## src/rtl/regfile_wb_buffer_pkg.sv

```systemverilog
// Widths shared by the regfile and the writeback buffer that feeds it.
package regfile_wb_buffer_pkg;

    localparam int RF_DATA_WIDTH    = 16;
    localparam int RF_REGADDR_WIDTH = 3;
    localparam int RF_NUM_REGS      = 1 << RF_REGADDR_WIDTH;

endpackage

```

## src/rtl/wb_fwd_match.sv

```systemverilog
// Youngest-match search of one lookup address over the queued writebacks.
module wb_fwd_match #(
    parameter int DEPTH         = 4,
    parameter int DATA_WIDTH    = 16,
    parameter int REGADDR_WIDTH = 3,
    parameter int PTR_W         = $clog2(DEPTH)
) (
    input  logic [REGADDR_WIDTH-1:0]             i_addr,
    input  logic [PTR_W-1:0]                     i_head,
    input  logic [DEPTH-1:0]                     i_vld,
    input  logic [DEPTH-1:0][REGADDR_WIDTH-1:0]  i_reg,
    input  logic [DEPTH-1:0][DATA_WIDTH-1:0]     i_data,
    output logic                                 o_hit,
    output logic [DATA_WIDTH-1:0]                o_data
);

    logic [PTR_W-1:0] w_idx;

    // Walk oldest to youngest starting at head; valid entries are contiguous
    // from head, so the last match seen is the youngest one.
    always_comb begin
        o_hit  = 1'b0;
        o_data = '0;
        w_idx  = '0;
        for (int k = 0; k < DEPTH; k++) begin
            w_idx = i_head + PTR_W'(k);
            if (i_vld[w_idx] && (i_reg[w_idx] == i_addr)) begin
                o_hit  = 1'b1;
                o_data = i_data[w_idx];
            end
        end
    end

endmodule

```

## src/rtl/regfile_wb_buffer.sv

```systemverilog
// In-order writeback FIFO in front of the regfile write port, with
// forwarding of queued-but-not-yet-written values to two read ports.
module regfile_wb_buffer
    import regfile_wb_buffer_pkg::*;
#(
    parameter int DATA_WIDTH    = RF_DATA_WIDTH,
    parameter int REGADDR_WIDTH = RF_REGADDR_WIDTH,
    parameter int DEPTH         = 4,
    localparam int PTR_W        = $clog2(DEPTH),
    localparam int CNT_W        = PTR_W + 1
) (
    input  logic                     clk,
    input  logic                     reset,
    input  logic                     in_valid,
    output logic                     in_ready,
    input  logic [REGADDR_WIDTH-1:0] in_reg,
    input  logic [DATA_WIDTH-1:0]    in_data,
    input  logic                     wb_stall,
    output logic                     reg_write,
    output logic [REGADDR_WIDTH-1:0] write_reg,
    output logic [DATA_WIDTH-1:0]    write_data,
    input  logic [REGADDR_WIDTH-1:0] fwd_reg1,
    input  logic [REGADDR_WIDTH-1:0] fwd_reg2,
    output logic                     fwd_hit1,
    output logic [DATA_WIDTH-1:0]    fwd_data1,
    output logic                     fwd_hit2,
    output logic [DATA_WIDTH-1:0]    fwd_data2,
    output logic [CNT_W-1:0]         count,
    output logic                     empty
);

    logic [DEPTH-1:0][REGADDR_WIDTH-1:0] r_reg;
    logic [DEPTH-1:0][DATA_WIDTH-1:0]    r_data;
    logic [DEPTH-1:0]                    r_vld;
    logic [PTR_W-1:0]                    r_head;
    logic [PTR_W-1:0]                    r_tail;
    logic [CNT_W-1:0]                    r_count;

    logic w_push;
    logic w_pop;

    // Ready depends only on registered occupancy: a pop in the same cycle
    // does not open a slot for a push-through.
    assign in_ready = (r_count != CNT_W'(DEPTH));
    assign empty    = (r_count == '0);
    assign count    = r_count;

    // Reset suppresses the write strobe so a reset edge never lets a queued
    // entry slip into the regfile while the queue is being discarded.
    assign reg_write  = !empty && !wb_stall && !reset;
    assign write_reg  = empty ? '0 : r_reg[r_head];
    assign write_data = empty ? '0 : r_data[r_head];

    assign w_push = in_valid && in_ready;
    assign w_pop  = reg_write;

    // FIFO pointers, occupancy and entry valid bits; payload written on push.
    always_ff @(posedge clk) begin
        if (reset) begin
            r_head  <= '0;
            r_tail  <= '0;
            r_count <= '0;
            r_vld   <= '0;
        end else begin
            if (w_push) begin
                r_reg[r_tail]  <= in_reg;
                r_data[r_tail] <= in_data;
                r_vld[r_tail]  <= 1'b1;
                r_tail         <= r_tail + 1'b1;
            end
            if (w_pop) begin
                r_vld[r_head] <= 1'b0;
                r_head        <= r_head + 1'b1;
            end
            case ({w_push, w_pop})
                2'b10:   r_count <= r_count + 1'b1;
                2'b01:   r_count <= r_count - 1'b1;
                default: r_count <= r_count;
            endcase
        end
    end

    // The head entry being popped still forwards: the regfile only takes it
    // at the edge. An incoming push is not visible until it is stored.
    wb_fwd_match #(
        .DEPTH         (DEPTH),
        .DATA_WIDTH    (DATA_WIDTH),
        .REGADDR_WIDTH (REGADDR_WIDTH),
        .PTR_W         (PTR_W)
    ) u_fwd1 (
        .i_addr (fwd_reg1),
        .i_head (r_head),
        .i_vld  (r_vld),
        .i_reg  (r_reg),
        .i_data (r_data),
        .o_hit  (fwd_hit1),
        .o_data (fwd_data1)
    );

    wb_fwd_match #(
        .DEPTH         (DEPTH),
        .DATA_WIDTH    (DATA_WIDTH),
        .REGADDR_WIDTH (REGADDR_WIDTH),
        .PTR_W         (PTR_W)
    ) u_fwd2 (
        .i_addr (fwd_reg2),
        .i_head (r_head),
        .i_vld  (r_vld),
        .i_reg  (r_reg),
        .i_data (r_data),
        .o_hit  (fwd_hit2),
        .o_data (fwd_data2)
    );

endmodule
```

## config.mk

```make
export PLATFORM = sky130hd
export DESIGN_NAME = regfile_wb_buffer
export DESIGN_NICKNAME = d
export VERILOG_FILES = /design/src/rtl/regfile_wb_buffer_pkg.sv /design/src/rtl/wb_fwd_match.sv /design/src/rtl/regfile_wb_buffer.sv
export SDC_FILE = /design/constraint.sdc
export NUM_CORES = 1
export LEC_CHECK = 0
export CAP_MARGIN = 20
export CORE_MARGIN = 1
export CORE_UTILIZATION = 40
export CTS_BUF_LIST = sky130_fd_sc_hd__clkbuf_2
export DETAILED_ROUTE_END_ITERATION = 16
export GPL_TIMING_DRIVEN = 0
export PLACE_DENSITY = 0.69
export SLEW_MARGIN = 20
export SYNTH_ARGS = -nofsm -noshare
export SYNTH_HDL_FRONTEND = slang
export SYNTH_SLANG_ARGS = --single-unit
```

## constraint.sdc

```tcl
create_clock -name clk -period 8.5 [get_ports clk]
set_clock_uncertainty 0.15 [all_clocks]
set_input_delay 1.7 -clock clk [delete_from_list [all_inputs] [get_ports clk]]
set_output_delay 1.7 -clock clk [all_outputs]
set_load 0.01 [all_outputs]
```

==> Word-level counts from Yosys, hierarchy flattened <==
Index checks and enable logic that the tools add are counted.
{ "classes": {"muxes": 56, "addsub": 6, "order_cmp": 7, "multipliers": 0, "eq_ne": 11, "n_reduce_logical": 19, "n_div": 0, "shift": 0, "bitwise": 4} }
{ "op_table": {"columns": ["cell", "count"], "rows": [
  ["2-to-1 mux 16 bit", 14],
  ["binary-select mux 16 bit (select 2 bit)", 4],
  ["bitwise mux 64 bit", 1],
  ["demux 16 bit (select 2 bit)", 1],
  ["binary-select mux 3 bit (select 2 bit)", 4],
  ["equality test 3 bit", 8],
  ["2-to-1 mux 3 bit", 6],
  ["less-than comparator 2 x 3 -> 1 bit (second input constant)", 5],
  ["2-to-1 mux 1 bit", 14],
  ["logical AND 1 bit", 13],
  ["bitwise mux 12 bit", 1],
  ["2-to-1 mux 4 bit", 3],
  ["binary-select mux 1 bit (select 2 bit)", 4],
  ["demux 3 bit (select 2 bit)", 1],
  ["case mux 3 bit (2 select lines)", 1],
  ["adder 2 x 1 -> 2 bit (second input constant)", 2],
  ["adder 2 bit (second input constant)", 2],
  ["bitwise AND 4 bit", 1],
  ["demux 1 bit (select 2 bit)", 2],
  ["greater-or-equal comparator 2 x 1 -> 1 bit (second input constant)", 2],
  ["NOT 4 bit", 1],
  ["bitwise OR 4 bit", 1],
  ["adder 3 x 1 -> 3 bit (second input constant)", 1],
  ["logical NOT 1 bit", 3],
  ["other kinds (8)", 8]
]} }
{ "totals": {"wordCells": 115, "rom_bits": 0, "ramBits": 0, "input_bits": 29, "n_memories": 0, "regBits": 87, "latchBits": 0} }

==> Longest topological paths before layout <==
Gate-level depths: netlist (run 1).
{ "logic_depth": {"depth_word": 9, "mapped_depth": 16, "ltp_nobuf": 10} }

==> Cells and area by module <==
Synthesis (run 1) repeated with hierarchy kept, for this count alone.
{ "hier_totals": {"hier_cells": 846, "hier_area_um2": 8219.1} }
{ "modules_own_cells": {"columns": ["mod", "seq_area_each_um2", "instances", "area_each_um2", "cells_each"], "rows": [
  ["wb_fwd_match", 0.0, 2, 2353.5, 328],
  ["regfile_wb_buffer", 2502.4, 1, 3512.1, 190]
]} }

==> Worst setup path after synthesis (run 1) <==
Ideal clock, no wire load.
{ "synth_path": {"kind": "reg2out", "from": "reg r_head[0]", "to": "out fwd_data2[10]", "required_ns": 6.650, "t_arrival_ns": 4.008, "stages_incl_launch_ff": 16, "setup_slack_ns": 2.642, "cell_sequence": "dfxtp_1 > buf_2 > buf_4 > buf_4 > buf_2 > buf_2 > inv_1 > ha_1 > buf_6 > mux4_2 > xor2_1 > or4b_1 > buf_2 > buf_6 > a311oi_2 > o31ai_1"} }
{ "synth_between": {"word_cells_on_any_way": 39, "cone_classes": "3 x add/sub; 4 x eq/ne; 28 x mux; 4 x reduce/logical"} }
{ "synth_lines": {"columns": ["element", "line", "text"], "rows": [
  ["from (decl)", "regfile_wb_buffer.sv:35", "logic [PTR_W-1:0] r_head;"],
  ["from (signal assigned)", "regfile_wb_buffer.sv:73", "r_head <= r_head + 1'b1;"],
  ["adder 2 bit (*)", null, null],
  ["named net u_fwd1.w_idx[0]", "wb_fwd_match.sv:17", "logic [PTR_W-1:0] w_idx;"],
  ["binary-select mux 3 bit (select 2 bit)", "wb_fwd_match.sv:27", "if (i_vld[w_idx] && (i_reg[w_idx] == i_addr)) begin"],
  ["2-to-1 mux 3 bit (implied by the code)", "wb_fwd_match.sv:27", null],
  ["equality test 3 bit", "wb_fwd_match.sv:27", null],
  ["logical AND 1 bit", "wb_fwd_match.sv:27", null],
  ["2-to-1 mux 16 bit (*)", "wb_fwd_match.sv:27", null],
  ["to (decl)", "regfile_wb_buffer.sv:27", "output logic [DATA_WIDTH-1:0] fwd_data2,"]
]} }
Mark *: on every way through the listed nets, which the timed path passes. The rest lies on a longest branch. The select of a mux whose other input is x is not followed.

==> Worst setup path after layout (run 1) <==
{ "layout_path": {"from": "reg r_head[1]", "to": "out fwd_data2[7]"} }
{ "layout_between": {"elab_chain_cells": 8, "word_cells_on_any_way": 39, "cone_classes": "3 x add/sub; 4 x eq/ne; 28 x mux; 4 x reduce/logical"} }
{ "layout_rtl": {"columns": ["element", "line"], "rows": [
  ["adder 2 x 1 -> 2 bit or binary-select mux 3 bit (select 2 bit) (tied branches)", "wb_fwd_match.sv:26, wb_fwd_match.sv:27"],
  ["binary-select mux 3 bit (select 2 bit) or 2-to-1 mux 3 bit (tied branches)", "wb_fwd_match.sv:27"],
  ["2-to-1 mux 3 bit (implied by the code) or equality test 3 bit (tied branches)", "wb_fwd_match.sv:27"],
  ["equality test 3 bit or logical AND 1 bit (tied branches)", "wb_fwd_match.sv:27"],
  ["logical AND 1 bit or 2-to-1 mux 16 bit (tied branches)", "wb_fwd_match.sv:27"],
  ["2-to-1 mux 16 bit (2 in a row)", "wb_fwd_match.sv:27"],
  ["2-to-1 mux 16 bit (*)", "wb_fwd_match.sv:27"]
]} }
Every way passes the cells marked *; elsewhere a longest branch is shown, timed or not. The select of a mux whose other input is x is not followed.

==> results of run 1 <==
## per-layer routing
metal  share of wire  GRT usage  up-vias
met5               0          0        -
met4           0.012     0.0718        0
met3           0.095     0.0484       23
met2            0.48      0.368      359
met1            0.42      0.344     2691
li1                -          -     2384
## cells by family after synthesis
group / Yosys count / share of synthesized area
adders and majority gates: 10 / 0.0202
buffers and inverters: 63 / 0.0447
DFF: 87 / 0.381
AOI/OAI and AO/OA: 78 / 0.0959
xor gates and xnor gates: 28 / 0.0373
muxes: 80 / 0.274
and+or+nand+nor: 196 / 0.147
## cells in the mapped netlist, types with 9 or more instances
master,instances
dfxtp_1,11
nor4_1,48
a211oi_1,20
xor2_1,11
nor2b_1,17
o31ai_1,32
nand2_1,69
xnor2_1,17
ha_1,9
mux4_2,80
buf_2,15
edfxtp_1,76
nor2_1,41
inv_1,10
clkbuf_1,24
## critical path: stages (launching register included)
cell and delay [ns]:
dfxtp_1 0.62, clkbuf_1 0.52, clkbuf_1 0.56, buf_1 0.62
inv_1 0.15, ha_1 0.33, buf_6 0.14, mux4_2 0.56
xor2_1 0.49, or4b_1 0.20, buf_2 0.19, buf_6 0.19
a311oi_2 0.10, o31ai_1 0.40, clkdlybuf4s50_1 0.62
## final timing paths
| kind | startpoint | endpoint | slack, ns | cells after the start |
|---|---|---|---|---|
| hold / removal | r_tail[1]$_SDFFE_PP0N_ | r_tail[1]$_SDFFE_PP0N_ | 0.37 | 2 |
| hold reg to reg | r_tail[1]$_SDFFE_PP0N_ | r_tail[1]$_SDFFE_PP0N_ | 0.37 | 2 |
| setup / recovery | r_head[1]$_SDFFE_PP0N_ | fwd_data2[7] | 0.37 | 14 |
| setup reg to reg | r_head[1]$_SDFFE_PP0N_ | r_head[1]$_SDFFE_PP0N_ | 3.61 | 11 |
## power by group through the flow
stage          Sequential, µW  Clock (µW)  Combinational, µW
5_1_grt                   511         250                957
3_3_place_gp              514           0                881
3_5_place_dp              517           0                897
4_1_cts                   508         235                899
2_1_floorplan             511           0                584
6_report                  508         231                904
## per-stage QoR
step / total power [µW] / cells / hold WS, ns / setup WS, ns / util
floorplan: 1100 / 542 / 0.319 / 2.64 / -
global route: 1720 / 863 / 0.404 / 0.119 / 0.493
finish: 1640 / 863 / 0.367 / 0.366 / 0.493
CTS: 1640 / 861 / 0.367 / 0.425 / 0.492
global placement: 1400 / 845 / 0.333 / 1.28 / 0.484
detailed placement: 1410 / 845 / 0.343 / 1.11 / 0.484
## layout make-up
| cell class | instances | area [µm²] | area share |
|---|---|---|---|
| sequential | 87 | 2500 | 0.318 |
| inverter | 10 | 37.5 | 0.00477 |
| tap | 216 | 270 | 0.0344 |
| multi-input combinational | 392 | 3780 | 0.481 |
| buffer | 53 | 256 | 0.0326 |
| clock buffer | 12 | 60.1 | 0.00764 |
| clock inverter | 4 | 70.1 | 0.00891 |
| antenna | 1 | 2.50 | 0.000318 |
| timing repair buffer | 88 | 886 | 0.113 |
==> out/metrics.csv, run 1 <==
stage,metric,value,unit
synthesis,synthesized flop and latch total,87,
placement,IO buf count,87,
routing,DR vias/cell,6.32,
routing,via count,5457,
die,chip height,130,µm
global_route,largest net degree at the start of global routing,20,
power_and_ir_drop,"IR drop worst, VDD",0.105,mV
power_and_ir_drop,Clk network pwr share,0.141,
synthesis,synthesized cell area,0.00657,mm²
clock_network,H-tree depth,3,
global_route,gr ovfl total,0,
setup_path,"Max FO, Critical Path",10,
placement,Placed Instance Area,0.00771,mm²
finish,share of cells above drive strength 1,0.200,
synthesis,count of cell types in the netlist,32,
finish,"commonest non-fill, non-tap cell in the layout",clkdlybuf4s50_1,
global_route,initial antenna violation count,1,
routing,routed len/inst,23.0,µm
synthesis,"Top FF cell, synth",edfxtp_1,
finish,max FFs per register,64,
power_and_ir_drop,sw frac,0.397,
outcome,outcome,finished clean,
synthesis,Ys Warns,0,
routing,drt pass-1 iters,5,
clock_network,cts repair resizes,0,
synthesis,syn_nets,581,
routing,DRC,0,
die,core area,0.0159,mm²
routing,final WL,19800,µm
min_path,HP Class,flip-flop to flip-flop,
timing,post-route setup TNS,0,ns
placement,gpl congestion,0.928,
timing,Worst-Margin Slew,1.10,ns
clock_network,later-pin clock latency in the skew report,0.55,ns
power_and_ir_drop,PD cells,209,mW/mm²
synthesis,"EDFF count, synth",76,
clock_network,Sink Count,87,
finish,final instance area,0.00786,mm²
synthesis,Cells after Synth,542,
power_and_ir_drop,P_int,991,µW
finish,post-layout net count,680,
die,IO Count,88,
die,FP Rows,46,
global_route,first-pass GRT wire length,30100,µm
routing,Iter 0 DRT Violations,872,
setup_path,Worst setup SP type,flip-flop,
timing,FMAX,123,MHz
power_and_ir_drop,Logic pwr share,0.550,
clock_network,CTS tree,built,
placement,dpl hpwl,15300,µm
clock_network,postcts setup bufs,0,
setup_path,WS Path Type,flip-flop to output port,
power_and_ir_drop,Net Sw Power,652,µW
run,max-cap violation count,0,
die,initial core utilization,0.412,
clock_network,CTS root buffer,clkbuf_2,
synthesis,largest area contributor in the netlist,edfxtp_1,
synthesis,Avg Inst Size Synth,12.1,µm²
routing,Post-DRT Antenna Nets,0,
synthesis,post-synth top area share,0.347,
clock_network,clock transition at the registers of the reported paths,0.23,ns
synthesis,sequential cell area fraction in the yosys report,0.381,
setup_path,Crit path arrival time,6.28,ns
timing,post-layout min period,8.13,ns
timing,RSZ-0062 raised after global routing,false,
finish,fillers,1363,
clock_network,clk buf depth,2,
global_route,vias in the first global route,5183,
finish,Syn-to-layout area delta,19.6,%
timing,"Setup violations, final",0,
clock_network,cts hold-fix bufs,0,
timing,Max Slew Vio Count,0,
finish,most frequent cells in the layout,"87 x clkdlybuf4s50_1, 80 x mux4_2, 76 x edfxtp_1",
die,Die Span X,130,µm
timing,Fin. Hold Viols,0,
setup_path,Required @ worst endpoint,6.65,ns
die,Total Die Area,0.0170,mm²
power_and_ir_drop,Sequential Power Share,0.309,
timing,Tcrit/Tclk final,0.957,
synthesis,"top cells by area, synth","edfxtp_1 35%, mux4_2 27%, nor4_1 4.6%",
timing,relative slew slack,0.267,
global_route,total track usage,0.240,
clock_network,clock buffer count from CTS,9,
synthesis,Synth async-reset ratio,0,
power_and_ir_drop,static leakage,0.00230,µW
setup_path,CP endpoint kind,output port,
No activity file was read; power rests on OpenSTA's default activity.
==> inputs of run 2 (changes only) <==
==> constraint.sdc (replaced) <==
create_clock -name clk -period 9.46 [get_ports clk]
set_clock_uncertainty 0.15 [all_clocks]
set_input_delay 1.892 -clock clk [delete_from_list [all_inputs] [get_ports clk]]
set_output_delay 1.892 -clock clk [all_outputs]
set_load 0.01 [all_outputs]
==> results of run 2 <==
Same layout as run 1 (identical final DEF). Status: finished clean.
Main changes from that run: setup slack after placement 1.11 ns -> 1.88 ns; setup slack after layout 0.366 ns -> 1.13 ns; register-to-register setup slack 3.61 ns -> 4.57 ns; total power 1640 µW -> 1480 µW; worst IR drop on VDD 0.105 mV -> 0.0939 mV
